<file path="src/rtl/cpu_pkg.sv">
// Shared definitions for the 8-bit pipelined core: opcode constants,
// instruction field positions and the fetch FSM state type.
package cpu_pkg;

   localparam int ADDR_W_DEF = 8;

   localparam logic [3:0] OP_NOP     = 4'd0;
   localparam logic [3:0] OP_LDM_GRP = 4'd12;

   localparam int OPC_MSB = 7;
   localparam int OPC_LSB = 4;

   typedef enum logic [1:0] {
      S_VEC_RD   = 2'd0,
      S_VEC_WAIT = 2'd1,
      S_RUN      = 2'd2
   } fetch_state_e;

   function automatic logic [3:0] instr_opcode(input logic [7:0] b);
      return b[OPC_MSB:OPC_LSB];
   endfunction

endpackage

</file>
<file path="src/rtl/fetch_byte_fifo.sv">
// Byte queue between instruction memory and instruction assembly.
// Each entry holds a fetched byte and the address it was read from.
module fetch_byte_fifo
   import cpu_pkg::*;
#(
   parameter int DEPTH  = 4,
   parameter int ADDR_W = ADDR_W_DEF
) (
   input  logic                     clk,
   input  logic                     rst,
   input  logic                     push,
   input  logic [ADDR_W-1:0]        push_addr,
   input  logic [7:0]               push_data,
   input  logic                     pop1,
   input  logic                     pop2,
   input  logic                     flush,
   output logic [$clog2(DEPTH):0]   occupancy,
   output logic [ADDR_W-1:0]        head_addr,
   output logic [7:0]               head_data,
   output logic [7:0]               next_data
);

   localparam int PTR_W = $clog2(DEPTH);

   logic [PTR_W-1:0]  rd_ptr_q, rd_ptr_d;
   logic [PTR_W-1:0]  wr_ptr_q, wr_ptr_d;
   logic [PTR_W:0]    count_q, count_d;
   logic [PTR_W:0]    pop_n;
   logic [ADDR_W-1:0] addr_mem [DEPTH];
   logic [7:0]        data_mem [DEPTH];

   // NOTE: every always_comb output gets a default first so no path can infer a latch.
   always_comb begin
      rd_ptr_d = rd_ptr_q;
      wr_ptr_d = wr_ptr_q;
      count_d  = count_q;
      pop_n    = pop2 ? (PTR_W+1)'(2) : (pop1 ? (PTR_W+1)'(1) : '0);
      if (flush) begin
         rd_ptr_d = '0;
         wr_ptr_d = '0;
         count_d  = '0;
      end else begin
         if (push) begin
            wr_ptr_d = wr_ptr_q + PTR_W'(1);
         end
         rd_ptr_d = rd_ptr_q + pop_n[PTR_W-1:0];
         count_d  = count_q + {{PTR_W{1'b0}}, push} - pop_n;
      end
   end

   // NOTE: sequential state uses non-blocking assignments so all flops update together.
   always_ff @(posedge clk or negedge rst) begin
      if (!rst) begin
         rd_ptr_q <= '0;
         wr_ptr_q <= '0;
         count_q  <= '0;
      end else begin
         rd_ptr_q <= rd_ptr_d;
         wr_ptr_q <= wr_ptr_d;
         count_q  <= count_d;
      end
   end

   // NOTE: storage is not reset; the occupancy count alone decides which entries are meaningful.
   always_ff @(posedge clk) begin
      if (push && !flush) begin
         addr_mem[wr_ptr_q] <= push_addr;
         data_mem[wr_ptr_q] <= push_data;
      end
   end

   assign occupancy = count_q;
   assign head_addr = addr_mem[rd_ptr_q];
   assign head_data = data_mem[rd_ptr_q];
   assign next_data = data_mem[rd_ptr_q + PTR_W'(1)];

endmodule

</file>
<file path="src/rtl/instr_fetch_unit.sv">
// Instruction fetch front end: reset-vector load, byte prefetch, one/two-byte
// instruction assembly and branch/interrupt redirect handling.
module instr_fetch_unit
   import cpu_pkg::*;
#(
   parameter int         ADDR_W         = ADDR_W_DEF,
   parameter int         DEPTH          = 4,
   parameter int         RESET_VEC_ADDR = 0,
   parameter logic [3:0] TWO_BYTE_OP    = OP_LDM_GRP
) (
   input  logic              clk,
   input  logic              rst,
   output logic              mem_rd_en,
   output logic [ADDR_W-1:0] mem_addr,
   input  logic [7:0]        mem_rdata,
   input  logic              redirect_valid,
   input  logic [ADDR_W-1:0] redirect_pc,
   output logic              instr_valid,
   input  logic              instr_ready,
   output logic [7:0]        instr,
   output logic [7:0]        imm,
   output logic              instr_two_byte,
   output logic [ADDR_W-1:0] instr_pc
);

   localparam int                OCC_W     = $clog2(DEPTH) + 1;
   localparam logic [OCC_W:0]    DEPTH_EXT = (OCC_W+1)'(DEPTH);

   fetch_state_e      state_q, state_d;
   logic [ADDR_W-1:0] pc_q, pc_d;
   logic [ADDR_W-1:0] ret_addr_q, ret_addr_d;
   logic              inflight_q, inflight_d;
   logic              drop_q, drop_d;

   logic              rd_en_c;
   logic [ADDR_W-1:0] addr_c;
   logic              push, pop1, pop2, flush;
   logic [OCC_W-1:0]  occupancy;
   logic [ADDR_W-1:0] head_addr;
   logic [7:0]        head_data, next_data;
   logic              head_two, valid_c, space_ok;

   fetch_byte_fifo #(.DEPTH(DEPTH), .ADDR_W(ADDR_W)) u_fifo (
      .clk       (clk),
      .rst       (rst),
      .push      (push),
      .push_addr (ret_addr_q),
      .push_data (mem_rdata),
      .pop1      (pop1),
      .pop2      (pop2),
      .flush     (flush),
      .occupancy (occupancy),
      .head_addr (head_addr),
      .head_data (head_data),
      .next_data (next_data)
   );

   always_comb begin
      state_d    = state_q;
      pc_d       = pc_q;
      ret_addr_d = ret_addr_q;
      inflight_d = 1'b0;
      drop_d     = 1'b0;
      rd_en_c    = 1'b0;
      addr_c     = '0;
      push       = 1'b0;
      pop1       = 1'b0;
      pop2       = 1'b0;
      flush      = 1'b0;

      head_two = (instr_opcode(head_data) == TWO_BYTE_OP);
      valid_c  = (state_q == S_RUN) && (occupancy != '0) &&
                 (!head_two || (occupancy >= OCC_W'(2)));
      // Leave room for the byte already on its way back from memory.
      space_ok = ({1'b0, occupancy} + {{OCC_W{1'b0}}, inflight_q}) < DEPTH_EXT;

      case (state_q)
         S_VEC_RD: begin
            rd_en_c = 1'b1;
            addr_c  = ADDR_W'(RESET_VEC_ADDR);
            state_d = S_VEC_WAIT;
         end
         S_VEC_WAIT: begin
            pc_d    = ADDR_W'(mem_rdata);
            state_d = S_RUN;
         end
         S_RUN: begin
            addr_c = pc_q;
            if (redirect_valid) begin
               flush  = 1'b1;
               pc_d   = redirect_pc;
               drop_d = inflight_q;
            end else begin
               push = inflight_q && !drop_q;
               pop1 = valid_c && instr_ready && !head_two;
               pop2 = valid_c && instr_ready && head_two;
               if (space_ok) begin
                  rd_en_c    = 1'b1;
                  pc_d       = pc_q + ADDR_W'(1);
                  inflight_d = 1'b1;
                  ret_addr_d = pc_q;
               end
            end
         end
         default: state_d = S_VEC_RD;
      endcase
   end

   always_ff @(posedge clk or negedge rst) begin
      if (!rst) begin
         state_q    <= S_VEC_RD;
         pc_q       <= '0;
         ret_addr_q <= '0;
         inflight_q <= 1'b0;
         drop_q     <= 1'b0;
      end else begin
         state_q    <= state_d;
         pc_q       <= pc_d;
         ret_addr_q <= ret_addr_d;
         inflight_q <= inflight_d;
         drop_q     <= drop_d;
      end
   end

   // The vector read strobe is decoded from the reset state, so hold it off while in reset.
   assign mem_rd_en      = rd_en_c & rst;
   assign mem_addr       = rst ? addr_c : '0;
   assign instr_valid    = valid_c;
   assign instr          = valid_c ? head_data : 8'h00;
   assign instr_two_byte = valid_c & head_two;
   assign imm            = (valid_c && head_two) ? next_data : 8'h00;
   assign instr_pc       = valid_c ? head_addr : '0;

endmodule

</file>
<file path="config.mk">
export PLATFORM = sky130hd
export DESIGN_NAME = instr_fetch_unit
export DESIGN_NICKNAME = d
export VERILOG_FILES = /design/src/rtl/cpu_pkg.sv /design/src/rtl/fetch_byte_fifo.sv /design/src/rtl/instr_fetch_unit.sv
export SDC_FILE = /design/constraint.sdc
export NUM_CORES = 1
export LEC_CHECK = 0
export CAP_MARGIN = 20
export CORE_UTILIZATION = 59
export DETAILED_ROUTE_END_ITERATION = 16
export GPL_ROUTABILITY_DRIVEN = 0
export PLACE_DENSITY = 0.9
export SLEW_MARGIN = 20
export SYNTH_ARGS = -nofsm -noshare
export SYNTH_HDL_FRONTEND = slang
export SYNTH_SLANG_ARGS = --single-unit
</file>
<file path="constraint.sdc">
create_clock -name clk -period 6.2 [get_ports clk]
set_input_delay 1.86 -clock clk [delete_from_list [all_inputs] [get_ports clk]]
set_output_delay 1.86 -clock clk [all_outputs]
set_load 0.03 [all_outputs]
</file>
==> summary.txt <==
Detailed routing
  • Final WL: roughly 9300 um
  • First drt pass iteration count: 5
  • DR vias: ~2,700
  • Drt initial violations: 210
  • WL/cell: 20.9 um
  • Routed Antenna Nets: 0
  • # DRC: 0
  • Routed vias/inst: 6.12

Logic synthesis
  • Gate Count Post-Synth: 290
  • Synth cell types: 39
  • Synth Area in XOR/XNOR: 0.819%
  • Largest family of logic cells by synthesized area: multiplexers
  • Mean post-synth cell area: ~15 um^2
  • Adder-cell area share of the yosys netlist: 3.10%
  • Post-synthesis mux area share: 15.2%
  • Synthesized net count: 320
  • Yosys reg bits: 91
  • Synth warnings: 0
  • Post-synthesis sequential area ratio: 60.7%
  • Compound-Gate Fraction of Synth Area: 5.38%
  • Simple-gate share of the synthesized area: 11.7%
  • Netlist Area Pre-Place: 4280 um^2

Critical path
  • Worst EP arrival: 3.65 ns
  • Critical Path Fanout Max: 4
  • CP most frequent cell: clkdlybuf4s50_1
  • CP required: 4.34 ns
  • Crit start category: input port
  • Register-to-register setup slack: 2.33 ns
  • Slowest CP cell: clkdlybuf4s50_1
  • CP cell instances: clkdlybuf4s50_1 > nor3b_1 > nand2_1 > a21oi_1 > clkdlybuf4s50_1
  • Crit. End Element: primary output
  • Critical path class: input port to primary output
  • Critical path's largest stage delay: 0.69 ns

Place
  • Port bufs: 54
  • Detail Placement HPWL: 6360 um

GRT
  • Global route hottest layer: met2
  • Largest net degree at the start of global routing: 19
  • Grt met2 use: 45.0%
  • Met1 usage: a little over a third
  • Grt ovf: 0
  • Tot GR Track Use: 27.3%
  • Global-route wire length before repair: 14,900 um
  • Vias in the first global route: 2,834
  • Initial antenna violation count: 0
  • Met3 usage: 5.21%

Final layout
  • Layout cell share with drive strength beyond 1: 18.0%
  • Fill cells: 431
  • Final #Nets: 375
  • Layout area overhead: 20.2%
  • Number of diodes: 0

Clocking
  • Worst-Skew Late Latency: 0.35 ns
  • H-tree Lvls: 3
  • Clock buffer count from CTS: 9
  • Post_cts resized: 0
  • Worst-path clk slew: ~0.090 ns
  • Root Buffer: clkbuf_8
  • Hold_buf cts: 0
  • CTS tree: yes
  • CTS sink cnt: 91
  • Post-CTS setup buffer count: 0
  • Maximum root-to-sink buffer count: 2

Floorplan
  • CORE AREA: 6910 um^2
  • Die ar.: 7590 um^2
  • Num ports: 55
  • Row count: 30
  • Starting density of the core: 61.9%
  • Die Y: roughly 87 um
  • Chip Width: 87.1 um

Power and ir drop
  • Static Leak: 1.90 nW
  • Worst VDD drop: approximately 0.18 mV
  • Total power draw: 0.00191 W
  • Pwr per Cell Area: 371 nW/um^2

Run status
  • Status: completed

STA
  • Slew headroom: 24.5%
  • Hold Vio Cnt, Final: 0
  • Upper clock frequency limit: about 0.18 GHz
  • RSZ-0062 raised after global routing: false
  • Crit share post-route: 88.9%
  • Setup Total Neg Slack: 0 ns
  • Slew Limit Fails: 0
  • # setup viols final: 0
  • Tmin final: 5.51 ns
  • Layout Skew: 0.00675 ns
  • Tightest Pin Transition: 1.12 ns

Min path
  • Min-delay worst type: flop to flop

Run
  • Max Cap Violations: 0
[cells in the mapped netlist]
cell,number,area [um^2]
inv_1,14,52.6
nor2b_1,13,81.3
fa_1,1,20.0
nand2_1,11,41.3
or3b_2,1,8.76
nor2_1,22,82.6
nand4_1,3,18.8
and4bb_4,1,16.3
clkbuf_1,10,37.5
mux4_2,24,541
dfrtp_1,27,676
edfxtp_1,64,1920
a31oi_1,2,12.5
a21oi_1,3,15.0
o211ai_1,1,7.51
o32a_1,2,20.0
mux2i_1,2,20.0
nor3b_1,2,15.0
nor3b_2,2,25.0
xnor2_1,2,17.5
buf_2,5,25.0
a32oi_1,2,17.5
ha_1,9,113
clkbuf_2,1,5.00
a21bo_2,1,10.0
a31o_2,2,17.5
a221oi_1,3,26.3
xor2_1,2,17.5
o22a_4,1,17.5
o311ai_0,1,8.76
and2_1,10,62.6
mux2_2,8,90.1
nand2b_1,3,18.8
buf_6,1,11.3
o21a_1,1,7.51
o21ai_0,8,40.0
o31ai_1,4,30.0
nand3_1,2,10.0
and3_1,19,119
[cell usage in the layout (no fill, tap or decap), drive strengths merged, types with 8 or more instances in the layout]
cell	Yosys	final
edfxtp	64	64
clkdlybuf4s50	0	54
dfrtp	27	27
mux4	24	24
nor2	22	22
and3	19	19
inv	14	18
nor2b	13	13
nand2	11	11
and2	10	10
ha	9	9
clkbuf	11	9
mux2	8	8
o21ai	8	8
[worst paths after layout]
kind	from	endpoint	cells after the start
setup / recovery	redirect_valid	mem_rd_en	5
setup reg to reg	u_fifo.rd_ptr_q[0]	u_fifo.occupancy[2]	11
max in group asynchronous	rst	pc_q[4]	2
min in group asynchronous	rst	state_q[0]	1
hold / removal	ret_addr_q[6]	u_fifo.addr_mem[3][6]	0
hold reg to reg	ret_addr_q[6]	u_fifo.addr_mem[3][6]	0
[report_power, final]
part | switching (W) | leakage (nW) | internal (W) | total (W)
logic | 0.000334 | 0.872 | 0.000270 | 0.000604
clock network | 0.000221 | 0.114 | 0.000236 | 0.000456
registers | 0.0000886 | 0.912 | 0.000759 | 0.000847
[stage by stage]
stage	area, um^2	util (%)	instances	hold slack [ns]	setup WS [ns]
floorplan	4280	-	290	0.471	1.26
global placement	4910	71.1	430	0.487	0.762
detailed placement	4910	71.1	430	0.503	0.692
CTS	5140	74.5	446	0.528	0.678
global route	5140	74.5	446	0.557	0.522
finish	5140	74.5	446	0.528	0.688
[worst max-delay path, delay by kind of cell]
family                 cells  cell delay (ns)
buffers and inverters      2             1.12
and+or+nand+nor            2             0.51
AOI/OAI and AO/OA          1             0.16
[area by class of cell]
class,count,area [um^2],share of cell area (%)
Clock buffer,9,124,2.41
Clock inverter,7,108,2.09
Timing Repair Buffer,61,593,11.5
Multi-Input combinational cell,168,1550,30.1
Tap cell,96,120,2.34
Inverter,14,52.6,1.02
Sequential cell,91,2600,50.5
[logic make-up (layout without fill, tap and decap cells)]
family	count (synthesis)	count (layout)
AOI/OAI and AO/OA	31	31
xor gates and xnor gates	4	4
adders and majority gates	10	10
buffers and inverters	31	91
DFF	91	91
muxes	34	34
and+or+nand+nor	89	89
[flip-flops by register name, summed over array words and instances (netlist names)]
name,cells
inflight_q,1
pc_q,8
ret_addr_q,8
u_fifo.occupancy,3
u_fifo.rd_ptr_q,2
drop_q,1
u_fifo.addr_mem,32
state_q,2
u_fifo.data_mem,32
u_fifo.wr_ptr_q,2
[per-layer routing]
| metal | vias up | wire length, um |
|---|---|---|
| met2 | 142 | 4760 |
| met1 | 1358 | 3670 |
| met5 | - | 0 |
| met3 | 23 | 580 |
| met4 | 0 | 321 |
| li1 | 1207 | - |
Note: power is estimated with default switching activity, not from simulation.
